**config.mk**
```make
export PLATFORM = sky130hd
export DESIGN_NAME = mem_arbiter_flat
export DESIGN_NICKNAME = d
export VERILOG_FILES = /design/src/rtl/mem_arbiter_if.sv /design/src/rtl/mem_arbiter.sv /design/src/flat_wrapper.sv
export SDC_FILE = /design/constraint.sdc
export NUM_CORES = 1
export LEC_CHECK = 0
export BUFFER_PORTS_ARGS = -buffer_cell sky130_fd_sc_hd__buf_4
export CORE_MARGIN = 3
export CORE_UTILIZATION = 43
export CTS_BUF_LIST = sky130_fd_sc_hd__clkbuf_2 sky130_fd_sc_hd__clkbuf_4 sky130_fd_sc_hd__clkbuf_8
export CTS_CLUSTER_DIAMETER = 30
export DETAILED_ROUTE_END_ITERATION = 7
export HOLD_SLACK_MARGIN = 0.02
export PLACE_DENSITY = 0.91
export SLEW_MARGIN = 20
export SYNTH_ARGS = -nofsm -noshare
export SYNTH_HDL_FRONTEND = slang
export SYNTH_SLANG_ARGS = --single-unit
export TNS_END_PERCENT = 1
```
**constraint.sdc**
```tcl
create_clock -name clk -period 1.7 [get_ports clk]
set_clock_uncertainty 0.15 [all_clocks]
set_input_delay 0.17 -clock clk [delete_from_list [all_inputs] [get_ports clk]]
set_output_delay 0.17 -clock clk [all_outputs]
set_load 0.01 [all_outputs]
```
**src/rtl/mem_arbiter_if.sv**
```systemverilog
// Bundle of IF-stage, MEM-stage and RAM-side signals around the shared-RAM arbiter.
// Handshake: a requester holds *_req_i (and its address/data) until the matching
// *_ready_o pulse; the RAM holds ram_ack_i for one edge while ram_req_o is high.
interface mem_arbiter_if #(
    parameter int ADDR_W = 32,
    parameter int DATA_W = 32
);
    localparam int SEL_W = DATA_W / 8;

    logic              if_req_i;
    logic [ADDR_W-1:0] if_addr_i;
    logic [DATA_W-1:0] if_rdata_o;
    logic              if_ready_o;

    logic              mem_req_i;
    logic              mem_we_i;
    logic [SEL_W-1:0]  mem_sel_i;
    logic [ADDR_W-1:0] mem_addr_i;
    logic [DATA_W-1:0] mem_wdata_i;
    logic [DATA_W-1:0] mem_rdata_o;
    logic              mem_ready_o;

    logic              err_o;

    logic              ram_req_o;
    logic              ram_we_o;
    logic [SEL_W-1:0]  ram_sel_o;
    logic [ADDR_W-1:0] ram_addr_o;
    logic [DATA_W-1:0] ram_wdata_o;
    logic [DATA_W-1:0] ram_rdata_i;
    logic              ram_ack_i;

    logic              stall_o;

    // Arbiter side
    modport slave (
        input  if_req_i, if_addr_i,
        output if_rdata_o, if_ready_o,
        input  mem_req_i, mem_we_i, mem_sel_i, mem_addr_i, mem_wdata_i,
        output mem_rdata_o, mem_ready_o,
        output err_o,
        output ram_req_o, ram_we_o, ram_sel_o, ram_addr_o, ram_wdata_o,
        input  ram_rdata_i, ram_ack_i,
        output stall_o
    );

    // Pipeline stages plus RAM side
    modport master (
        output if_req_i, if_addr_i,
        input  if_rdata_o, if_ready_o,
        output mem_req_i, mem_we_i, mem_sel_i, mem_addr_i, mem_wdata_i,
        input  mem_rdata_o, mem_ready_o,
        input  err_o,
        input  ram_req_o, ram_we_o, ram_sel_o, ram_addr_o, ram_wdata_o,
        output ram_rdata_i, ram_ack_i,
        input  stall_o
    );
endinterface

```
**src/rtl/mem_arbiter.sv**
```systemverilog
// Fixed-priority (MEM over IF) arbiter for the single-port RAM, with a bounded
// wait on ram_ack_i and a one-cycle ready pulse per served access.
module mem_arbiter #(
    parameter int ADDR_W   = 32,
    parameter int DATA_W   = 32,
    parameter int WAIT_MAX = 255
) (
    input  logic        clk,
    input  logic        rst,
    mem_arbiter_if.slave bus,
    output logic [1:0]  state_o
);
    localparam int SEL_W = DATA_W / 8;
    localparam int CNT_W = $clog2(WAIT_MAX + 1);

    typedef enum logic [1:0] {
        IDLE      = 2'd0,
        DATA_BUSY = 2'd1,
        INST_BUSY = 2'd2,
        DONE      = 2'd3
    } state_e;

    state_e            state_q,     state_d;
    logic [CNT_W-1:0]  cnt_q,       cnt_d;
    logic              ram_req_q,   ram_req_d;
    logic              ram_we_q,    ram_we_d;
    logic [SEL_W-1:0]  ram_sel_q,   ram_sel_d;
    logic [ADDR_W-1:0] ram_addr_q,  ram_addr_d;
    logic [DATA_W-1:0] ram_wdata_q, ram_wdata_d;
    logic [DATA_W-1:0] if_rdata_q,  if_rdata_d;
    logic [DATA_W-1:0] mem_rdata_q, mem_rdata_d;
    logic              if_ready_q,  if_ready_d;
    logic              mem_ready_q, mem_ready_d;
    logic              err_q,       err_d;

    always_ff @(posedge clk) begin
        if (rst) begin
            state_q     <= IDLE;
            cnt_q       <= '0;
            ram_req_q   <= 1'b0;
            ram_we_q    <= 1'b0;
            ram_sel_q   <= '0;
            ram_addr_q  <= '0;
            ram_wdata_q <= '0;
            if_rdata_q  <= '0;
            mem_rdata_q <= '0;
            if_ready_q  <= 1'b0;
            mem_ready_q <= 1'b0;
            err_q       <= 1'b0;
        end else begin
            state_q     <= state_d;
            cnt_q       <= cnt_d;
            ram_req_q   <= ram_req_d;
            ram_we_q    <= ram_we_d;
            ram_sel_q   <= ram_sel_d;
            ram_addr_q  <= ram_addr_d;
            ram_wdata_q <= ram_wdata_d;
            if_rdata_q  <= if_rdata_d;
            mem_rdata_q <= mem_rdata_d;
            if_ready_q  <= if_ready_d;
            mem_ready_q <= mem_ready_d;
            err_q       <= err_d;
        end
    end

    always_comb begin
        state_d     = state_q;
        cnt_d       = cnt_q;
        ram_req_d   = ram_req_q;
        ram_we_d    = ram_we_q;
        ram_sel_d   = ram_sel_q;
        ram_addr_d  = ram_addr_q;
        ram_wdata_d = ram_wdata_q;
        if_rdata_d  = if_rdata_q;
        mem_rdata_d = mem_rdata_q;
        if_ready_d  = 1'b0;
        mem_ready_d = 1'b0;
        err_d       = 1'b0;

        case (state_q)
            IDLE: begin
                if (bus.mem_req_i) begin
                    ram_req_d   = 1'b1;
                    ram_we_d    = bus.mem_we_i;
                    ram_sel_d   = bus.mem_sel_i;
                    ram_addr_d  = bus.mem_addr_i;
                    ram_wdata_d = bus.mem_wdata_i;
                    cnt_d       = '0;
                    state_d     = DATA_BUSY;
                end else if (bus.if_req_i) begin
                    ram_req_d   = 1'b1;
                    ram_we_d    = 1'b0;
                    ram_sel_d   = '1;
                    ram_addr_d  = bus.if_addr_i;
                    cnt_d       = '0;
                    state_d     = INST_BUSY;
                end
            end

            DATA_BUSY, INST_BUSY: begin
                // An ack on the same edge the budget runs out still counts as success.
                if (bus.ram_ack_i) begin
                    ram_req_d = 1'b0;
                    state_d   = DONE;
                    if (state_q == DATA_BUSY) begin
                        mem_rdata_d = ram_we_q ? '0 : bus.ram_rdata_i;
                        mem_ready_d = 1'b1;
                    end else begin
                        if_rdata_d  = bus.ram_rdata_i;
                        if_ready_d  = 1'b1;
                    end
                end else if (cnt_q == CNT_W'(WAIT_MAX - 1)) begin
                    ram_req_d = 1'b0;
                    err_d     = 1'b1;
                    state_d   = DONE;
                    if (state_q == DATA_BUSY) begin
                        mem_rdata_d = '0;
                        mem_ready_d = 1'b1;
                    end else begin
                        if_rdata_d  = '0;
                        if_ready_d  = 1'b1;
                    end
                end else begin
                    cnt_d = cnt_q + CNT_W'(1);
                end
            end

            DONE: begin
                // The served requester drops its request during the ready cycle,
                // so no grant is made here.
                state_d = IDLE;
            end

            default: begin
                state_d   = IDLE;
                ram_req_d = 1'b0;
            end
        endcase
    end

    assign bus.ram_req_o   = ram_req_q;
    assign bus.ram_we_o    = ram_we_q;
    assign bus.ram_sel_o   = ram_sel_q;
    assign bus.ram_addr_o  = ram_addr_q;
    assign bus.ram_wdata_o = ram_wdata_q;
    assign bus.if_rdata_o  = if_rdata_q;
    assign bus.if_ready_o  = if_ready_q;
    assign bus.mem_rdata_o = mem_rdata_q;
    assign bus.mem_ready_o = mem_ready_q;
    assign bus.err_o       = err_q;

    assign bus.stall_o = (bus.mem_req_i & ~mem_ready_q) | (bus.if_req_i & ~if_ready_q);

    assign state_o = state_q;
endmodule

```
**src/flat_wrapper.sv**
```systemverilog
// flat-port wrapper written by rule: the top's interface ports become plain ports
module mem_arbiter_flat 
#(
    parameter int ADDR_W   = 32,
    parameter int DATA_W   = 32,
    parameter int WAIT_MAX = 255
)
  (clk, rst, state_o, bus_if_req_i, bus_if_addr_i, bus_if_rdata_o, bus_if_ready_o, bus_mem_req_i, bus_mem_we_i, bus_mem_sel_i, bus_mem_addr_i, bus_mem_wdata_i, bus_mem_rdata_o, bus_mem_ready_o, bus_err_o, bus_ram_req_o, bus_ram_we_o, bus_ram_sel_o, bus_ram_addr_o, bus_ram_wdata_o, bus_ram_rdata_i, bus_ram_ack_i, bus_stall_o);
  mem_arbiter_if #(.ADDR_W(ADDR_W), .DATA_W(DATA_W)) bus_i ();
  input  logic clk;
  input  logic rst;
  output logic [1:0] state_o;
  input wire logic [$bits(bus_i.if_req_i)-1:0] bus_if_req_i;
  input wire logic [$bits(bus_i.if_addr_i)-1:0] bus_if_addr_i;
  output wire logic [$bits(bus_i.if_rdata_o)-1:0] bus_if_rdata_o;
  output wire logic [$bits(bus_i.if_ready_o)-1:0] bus_if_ready_o;
  input wire logic [$bits(bus_i.mem_req_i)-1:0] bus_mem_req_i;
  input wire logic [$bits(bus_i.mem_we_i)-1:0] bus_mem_we_i;
  input wire logic [$bits(bus_i.mem_sel_i)-1:0] bus_mem_sel_i;
  input wire logic [$bits(bus_i.mem_addr_i)-1:0] bus_mem_addr_i;
  input wire logic [$bits(bus_i.mem_wdata_i)-1:0] bus_mem_wdata_i;
  output wire logic [$bits(bus_i.mem_rdata_o)-1:0] bus_mem_rdata_o;
  output wire logic [$bits(bus_i.mem_ready_o)-1:0] bus_mem_ready_o;
  output wire logic [$bits(bus_i.err_o)-1:0] bus_err_o;
  output wire logic [$bits(bus_i.ram_req_o)-1:0] bus_ram_req_o;
  output wire logic [$bits(bus_i.ram_we_o)-1:0] bus_ram_we_o;
  output wire logic [$bits(bus_i.ram_sel_o)-1:0] bus_ram_sel_o;
  output wire logic [$bits(bus_i.ram_addr_o)-1:0] bus_ram_addr_o;
  output wire logic [$bits(bus_i.ram_wdata_o)-1:0] bus_ram_wdata_o;
  input wire logic [$bits(bus_i.ram_rdata_i)-1:0] bus_ram_rdata_i;
  input wire logic [$bits(bus_i.ram_ack_i)-1:0] bus_ram_ack_i;
  output wire logic [$bits(bus_i.stall_o)-1:0] bus_stall_o;
  assign bus_i.if_req_i = bus_if_req_i;
  assign bus_i.if_addr_i = bus_if_addr_i;
  assign bus_if_rdata_o = bus_i.if_rdata_o;
  assign bus_if_ready_o = bus_i.if_ready_o;
  assign bus_i.mem_req_i = bus_mem_req_i;
  assign bus_i.mem_we_i = bus_mem_we_i;
  assign bus_i.mem_sel_i = bus_mem_sel_i;
  assign bus_i.mem_addr_i = bus_mem_addr_i;
  assign bus_i.mem_wdata_i = bus_mem_wdata_i;
  assign bus_mem_rdata_o = bus_i.mem_rdata_o;
  assign bus_mem_ready_o = bus_i.mem_ready_o;
  assign bus_err_o = bus_i.err_o;
  assign bus_ram_req_o = bus_i.ram_req_o;
  assign bus_ram_we_o = bus_i.ram_we_o;
  assign bus_ram_sel_o = bus_i.ram_sel_o;
  assign bus_ram_addr_o = bus_i.ram_addr_o;
  assign bus_ram_wdata_o = bus_i.ram_wdata_o;
  assign bus_i.ram_rdata_i = bus_ram_rdata_i;
  assign bus_i.ram_ack_i = bus_ram_ack_i;
  assign bus_stall_o = bus_i.stall_o;
  mem_arbiter #(.ADDR_W(ADDR_W), .DATA_W(DATA_W), .WAIT_MAX(WAIT_MAX)) u_core (.clk(clk), .rst(rst), .bus(bus_i), .state_o(state_o));
endmodule
```
==> qor.json, run 1 <==
{
  "run_status": "finished with violations",
  "failing_checks": "setup timing",
  "synthMostInstantiatedCell": "dfxtp_1",
  "synthToLayoutAreaGrowth_pct": 83.7,
  "core_area_um2": 12700,
  "gp_congestion": 0.903,
  "syn-cell-area_um2": 5640,
  "rsz0062_at_grt": "yes",
  "fp.dieArea_um2": 14500,
  "worst_ir_drop_vdd_mv": 0.836,
  "clock_tree.htree_level_count": 4,
  "vias": 6822,
  "synth-seq-area-share": 0.522,
  "placement_rows": 41,
  "synthesis.nets": 759,
  "p_total_mw": 14.4,
  "totalWireLength_mm": 25.3,
  "cts_tree": "done",
  "buffer_ports.inserted": 277,
  "final_cells": 1225,
  "detailedPlacementHpwl_mm": 12.6,
  "grt_antenna_before_repair": 1,
  "nNetsFinal": 1182,
  "avgSynthCellArea_um2": 9.16,
  "finalSetupTns_ns": -8.63,
  "crit_path_max_incr_delay_ns": 0.39,
  "cp_data_required_time_ns": 1.88,
  "cellLeakagePower_nw": 4.60,
  "grt_pass1_wl_mm": 36.1,
  "clock-root-buffer": "clkbuf_8",
  "timing.hold.ws_ns": 0.102,
  "p_clk_frac": 0.207,
  "internal-power_mw": 8.84,
  "timing.critical_path.arrival_ns": 2.09,
  "drt_first_iter_violations": 723,
  "clock_latency_ns": 0.46,
  "final.fill_count": 669,
  "avgViaCountPerCell": 5.57,
  "max-clock-path-buffers": 2,
  "path_clk_slew_ns": 0.10,
  "firstDrtPassIters": 5,
  "timing.slew.headroom": 0.543,
  "max_cap_viol_count": 0,
  "dp.cells": 1044,
  "die-height_um": 121,
  "switching_share": 0.387,
  "worstPathCellList": "inv_2 -> ha_4 -> buf_4 -> inv_4 -> buf_12 -> o31ai_1 -> a21oi_1",
  "final.setup.worst_slack_ns": -0.215,
  "synth_cell_type_count": 46,
  "power_frac_seq": 0.325,
  "slowest_stage": "o31ai_1",
  "drc": 0,
  "boundaryPins": 278,
  "synth-async-reset-ratio": 0,
  "timing.fmax_mhz": 522,
  "initial_cell_density_of_the_core": 0.443,
  "grt_max_degree": 50,
  "netSwitchingPower_mw": 5.58,
  "power_density_over_cell_area_nw_per_um2": 1390,
  "cts_made_buffers": 17,
  "vias_in_the_first_global_route": 7001,
  "post_drt_wl_per_cell_um": 20.6,
  "final-max-slew-violation-count": 0,
  "crit_fanout": 27,
  "worst_pin_slew_ns": 0.683,
  "synth.ff_latch_count": 147,
  "post_synth_main_area_contributors": "dfxtp_1, nand2_1, a21oi_1, mux2i_1, a22o_1",
  "path_buf_inv": 4,
  "synth_enable_flop_cells": 0,
  "hold_viol_final": 0,
  "comb_power_share": 0.468,
  "die_w_um": 121,
  "worst_path_dominant_cell_family": "compound AO/OA/AOI/OAI gates",
  "sort_of_element_at_the_end_of_the_critical_path": "flip-flop",
  "syn-instance-count": 616,
  "timing.hold.worst.class": "in2reg",
  "setup.worst_path.class": "reg2reg",
  "timing.final.crit_period_ns": 1.91,
  "synth_largest_type_area_fraction": 0.522,
  "route.antenna.remaining_nets": 0,
  "netlist_top_cells_count": "dfxtp_1, nand2_1, a21oi_1, nor2_1, mux2i_1",
  "grt_usage": 0.319,
  "crit_path_start_kind": "flip-flop",
  "ys_dominant_reg_cell": "dfxtp_1",
  "yosys.area.top_type": "dfxtp_1",
  "leftover_overflow_at_the_end_of_global_routing": 0,
  "setup_violations": 73,
  "tritoncts_num_sinks": 147,
  "min_period_over_period": 1.13,
  "yosys_warn_count": 0,
  "layout-drive-gt1-share": 0.398
}
[cells by family after synthesis]
logic type,after synthesis,synth area share
muxes,33,0.0586
buffers and inverters,63,0.0472
and+or+nand+nor,171,0.124
AOI/OAI and AO/OA,197,0.237
DFF,147,0.522
adders and majority gates,5,0.0111
[sequential cells by signal (all words and copies together) (netlist names), 2 cells and up]
name                    count
u_core.bus.if_rdata_o      32
u_core.bus.mem_rdata_o     32
u_core.bus.ram_addr_o      32
u_core.bus.ram_wdata_o     32
u_core.cnt_q                8
u_core.bus.ram_sel_o        4
u_core.state_o              2
[worst register-to-register path, delay by kind of cell, from the launching register on]
kind                     cells  cell delay [ns]
buffers and inverters        4             0.44
AO/OA/AOI/OAI                2             0.51
adder cells (fa/ha/maj)      1             0.32
flip-flops                   1             0.37
[per-stage QoR]
stage | utilization | setup WS (ns) | instance area, um2
floorplan | - | -0.0153 | 5740
global placement | 0.639 | -0.0718 | 8130
detailed placement | 0.639 | -0.131 | 8130
CTS | 0.792 | -0.0742 | 10100
global route | 0.815 | -0.267 | 10400
finish | 0.815 | -0.215 | 10400
[power by group through the flow]
| stage | registers [mW] | logic (mW) | clock network, mW |
|---|---|---|---|
| final | 4.69 | 6.74 | 2.98 |
| after global routing | 4.76 | 7.15 | 3.14 |
| after CTS | 4.61 | 5.78 | 2.96 |
| after detailed placement | 4.67 | 5.29 | 0 |
| after global placement | 4.63 | 5.17 | 0 |
| after floorplan | 4.94 | 2.47 | 0 |
[layer usage]
layer	global-route usage	up-vias	share of wire	wire length (um)
li1	-	3045	-	-
met1	0.326	3183	0.34	8480
met2	0.572	458	0.52	13100
met3	0.0828	136	0.083	2110
met4	0.210	0	0.062	1570
met5	0	-	0	0
[worst paths after layout]
path / cells after the start / endpoint / start / slack, ns
worst max register to register: 7 / u_core.bus.if_rdata_o[23]$_SDFFE_PP0P_ / u_core.state_o[0]$_SDFFE_PP0P_ / -0.21
worst max-delay path: 7 / u_core.bus.if_rdata_o[23]$_SDFFE_PP0P_ / u_core.state_o[0]$_SDFFE_PP0P_ / -0.21
worst min-delay path: 3 / u_core.bus.ram_addr_o[0]$_SDFFE_PP0P_ / bus_mem_addr_i[0] / 0.10
worst min register to register: 2 / u_core.bus.ram_wdata_o[31]$_SDFFE_PP0P_ / u_core.bus.ram_wdata_o[31]$_SDFFE_PP0P_ / 0.31
[final cells by class]
type / count / area (um2) / area share
Tap cell: 172 / 215 / 0.0208
Clock inverter: 13 / 175 / 0.0169
Multi-Input combinational cell: 406 / 2740 / 0.264
Sequential cell: 147 / 2950 / 0.284
Antenna cell: 1 / 2.50 / 0.000241
Inverter: 9 / 38.8 / 0.00374
Clock buffer: 19 / 255 / 0.0246
Timing Repair Buffer: 458 / 3990 / 0.385
[timing repair]
action,4_1_cts,5_1_grt
endpoints found under the hold margin,139,0
buffers inserted,5,4
hold buffers,134,0
endpoints found under the setup margin,74,101
cloned,2,4
pin swaps,11,21
gates resized for setup,23,48
[layout by cell type, fill, tap and decap left out, drive strengths merged, types with 2 or more instances in the layout]
| master | count |
|---|---|
| buf | 321 |
| dfxtp | 147 |
| dlygate4sd3 | 134 |
| nand2 | 101 |
| a21oi | 76 |
| nor2 | 45 |
| mux2i | 33 |
| o31ai | 32 |
| a211oi | 32 |
| a22o | 31 |
| clkbuf | 22 |
| inv | 12 |
| nor3 | 5 |
| clkinv | 5 |
| o21ai | 5 |
| ha | 5 |
| nand3 | 4 |
| a311oi | 3 |
| bufinv | 3 |
| and3 | 3 |
| nor3b | 3 |
| o22ai | 2 |
| a211o | 2 |
| nor4 | 2 |
| clkinvlp | 2 |
| o21a | 2 |
| nor2b | 2 |
| a21boi | 2 |
(Power assumes the default switching activity.)
==> run 2: changes to the inputs <==
- BUFFER_PORTS_ARGS: -buffer_cell sky130_fd_sc_hd__buf_4 -> not set
- CORE_AREA: not set -> 3 3 108 110
- CORE_MARGIN: 3 -> not set
- CORE_UTILIZATION: 43 -> not set
- DIE_AREA: not set -> 0 0 111 113
- DONT_BUFFER_PORTS: not set -> 1
- PLACE_DENSITY: 0.91 -> 0.81
==> qor.json, run 2 (synthesized netlist as in run 1, its figures left out) <==
{
  "run_status": "finished with violations",
  "failing_checks": "hold timing, setup timing",
  "vias_in_the_first_global_route": 4885,
  "nNetsFinal": 794,
  "final_core_utilization": 0.638,
  "route.antenna.remaining_nets": 0,
  "path_clk_slew_ns": 0.07,
  "boundaryPins": 278,
  "number_of_diodes": 0,
  "vias": 4957,
  "worst_ir_drop_vdd_mv": 1.01,
  "multi_input_area_um2": 2580,
  "seq_area_um2": 2950,
  "firstDrtPassIters": 5,
  "setup.worst_path.class": "reg2reg",
  "cellLeakagePower_nw": 2.64,
  "tritoncts_num_sinks": 147,
  "max-clock-path-buffers": 2,
  "place_area_um2": 5990,
  "clock-root-buffer": "clkbuf_8",
  "initial_cell_density_of_the_core": 0.523,
  "buffer_ports.inserted": 0,
  "placement_rows": 38,
  "timing.hold.ws_ns": -0.344,
  "worst_pin_slew_ns": 0.441,
  "mostFrequentLayoutCell": "dfxtp_1",
  "finish.instance_area_um2": 6880,
  "final.setup.worst_slack_ns": -0.0893,
  "cts_made_buffers": 17,
  "leftover_overflow_at_the_end_of_global_routing": 0,
  "final_cell_mix": "dfxtp_1, nand2_1, a21oi_1",
  "cp_data_required_time_ns": 1.88,
  "post_drt_wl_per_cell_um": 20.4,
  "avgViaCountPerCell": 6.18,
  "layout-drive-gt1-share": 0.153,
  "crit_fanout": 16,
  "drt_first_iter_violations": 516,
  "die-height_um": 113,
  "die_w_um": 111,
  "min_period_over_period": 1.05,
  "timing.final.crit_period_ns": 1.79,
  "crit_path_start_kind": "flip-flop",
  "setup_violations": 44,
  "core_area_um2": 10800,
  "totalWireLength_mm": 16.4,
  "grt_max_degree": 115,
  "timing.slew.headroom": 0.710,
  "final.fill_count": 870,
  "grt_antenna_before_repair": 0,
  "timing.critical_path.arrival_ns": 1.97,
  "hold_viol_final": 116,
  "cts_tree": "done",
  "rsz0062_at_grt": "yes",
  "timing.hold.worst.class": "in2reg",
  "synthToLayoutAreaGrowth_pct": 22.0,
  "timing.fmax_mhz": 559,
  "cts.hold.buffers_added": 31,
  "grt_usage": 0.247,
  "power_density_over_cell_area_nw_per_um2": 1680,
  "clock_latency_ns": 0.44,
  "sort_of_element_at_the_end_of_the_critical_path": "flip-flop",
  "final-max-slew-violation-count": 0,
  "drc": 0,
  "detailedPlacementHpwl_mm": 10.8,
  "gp_congestion": 0.893,
  "max_cap_viol_count": 0,
  "fp.dieArea_um2": 12500,
  "grt_pass1_wl_mm": 24.8,
  "clock_tree.htree_level_count": 4
}
## run 2: changes by cell type in the layout (fill, tap and decap cells not counted), sizes merged
cell	change
clkbuf	-2
diode	-1
bufinv	-1
inv	-3
buf	-283
clkinvlp	+1
clkinv	+1
dlygate4sd3	-103
## run 2: worst paths after layout
kind	startpoint	endpoint	slack, ns	depth (start not counted)
worst max-delay path	u_core.cnt_q[1]$_SDFFE_PP0P_	u_core.bus.mem_rdata_o[1]$_SDFFE_PP0P_	-0.09	7
worst min-delay path	bus_ram_ack_i	u_core.bus.err_o$_SDFF_PP0_	-0.34	1
worst max register to register	u_core.cnt_q[1]$_SDFFE_PP0P_	u_core.bus.mem_rdata_o[1]$_SDFFE_PP0P_	-0.09	7
worst min register to register	u_core.bus.ram_wdata_o[28]$_SDFFE_PP0P_	u_core.bus.ram_wdata_o[28]$_SDFFE_PP0P_	0.35	2
## run 2: per-layer routing
| layer | global-route usage | vias up | share of wire |
|---|---|---|---|
| met5 | 0 | - | 0 |
| met4 | 0.129 | 0 | 0.037 |
| met3 | 0.0781 | 58 | 0.083 |
| met2 | 0.427 | 291 | 0.51 |
| met1 | 0.274 | 2335 | 0.37 |
| li1 | - | 2273 | - |
## run 2: stage by stage
step	power, mW	setup WS, ns	std cells	setup TNS (ns)
floorplan	7.41	-0.0153	616	-0.196
global placement	8.41	-0.0584	735	-1.71
detailed placement	8.63	-0.128	735	-6.11
CTS	11.4	-0.0943	800	-3.35
global route	12.2	-0.160	802	-8.11
finish	11.6	-0.0893	802	-2.46
## run 2: report_power, final
| part | internal [mW] | switching (mW) |
|---|---|---|
| Clock | 1.35 | 1.27 |
| Sequential | 4.18 | 0.864 |
| Combinational | 1.67 | 2.24 |
## run 2: layout make-up
type                    instances  share of cell area
clock buffers                  19              0.0380
clock inverters                11              0.0164
inverters                       9             0.00491
multi-input cells             406               0.375
flip-flops and latches        147               0.428
well taps                     140              0.0255
repair buffers                 70               0.112
## run 2: repair_timing
action                                 CTS  global route
resized for setup                       13            13
gates cloned                             1             1
pin swaps                                7             7
setup endpoints to repair               76            76
endpoints found under the hold margin  147           116
buffers inserted                         3             1
## run 2: critical path: stages, from the launching register on
cell and delay (ns):
dfxtp_1 0.38, ha_4 0.15, and3_4 0.21, a21o_1 0.19, a31oi_4 0.12, buf_6 0.14
buf_12 0.14, a22o_1 0.20
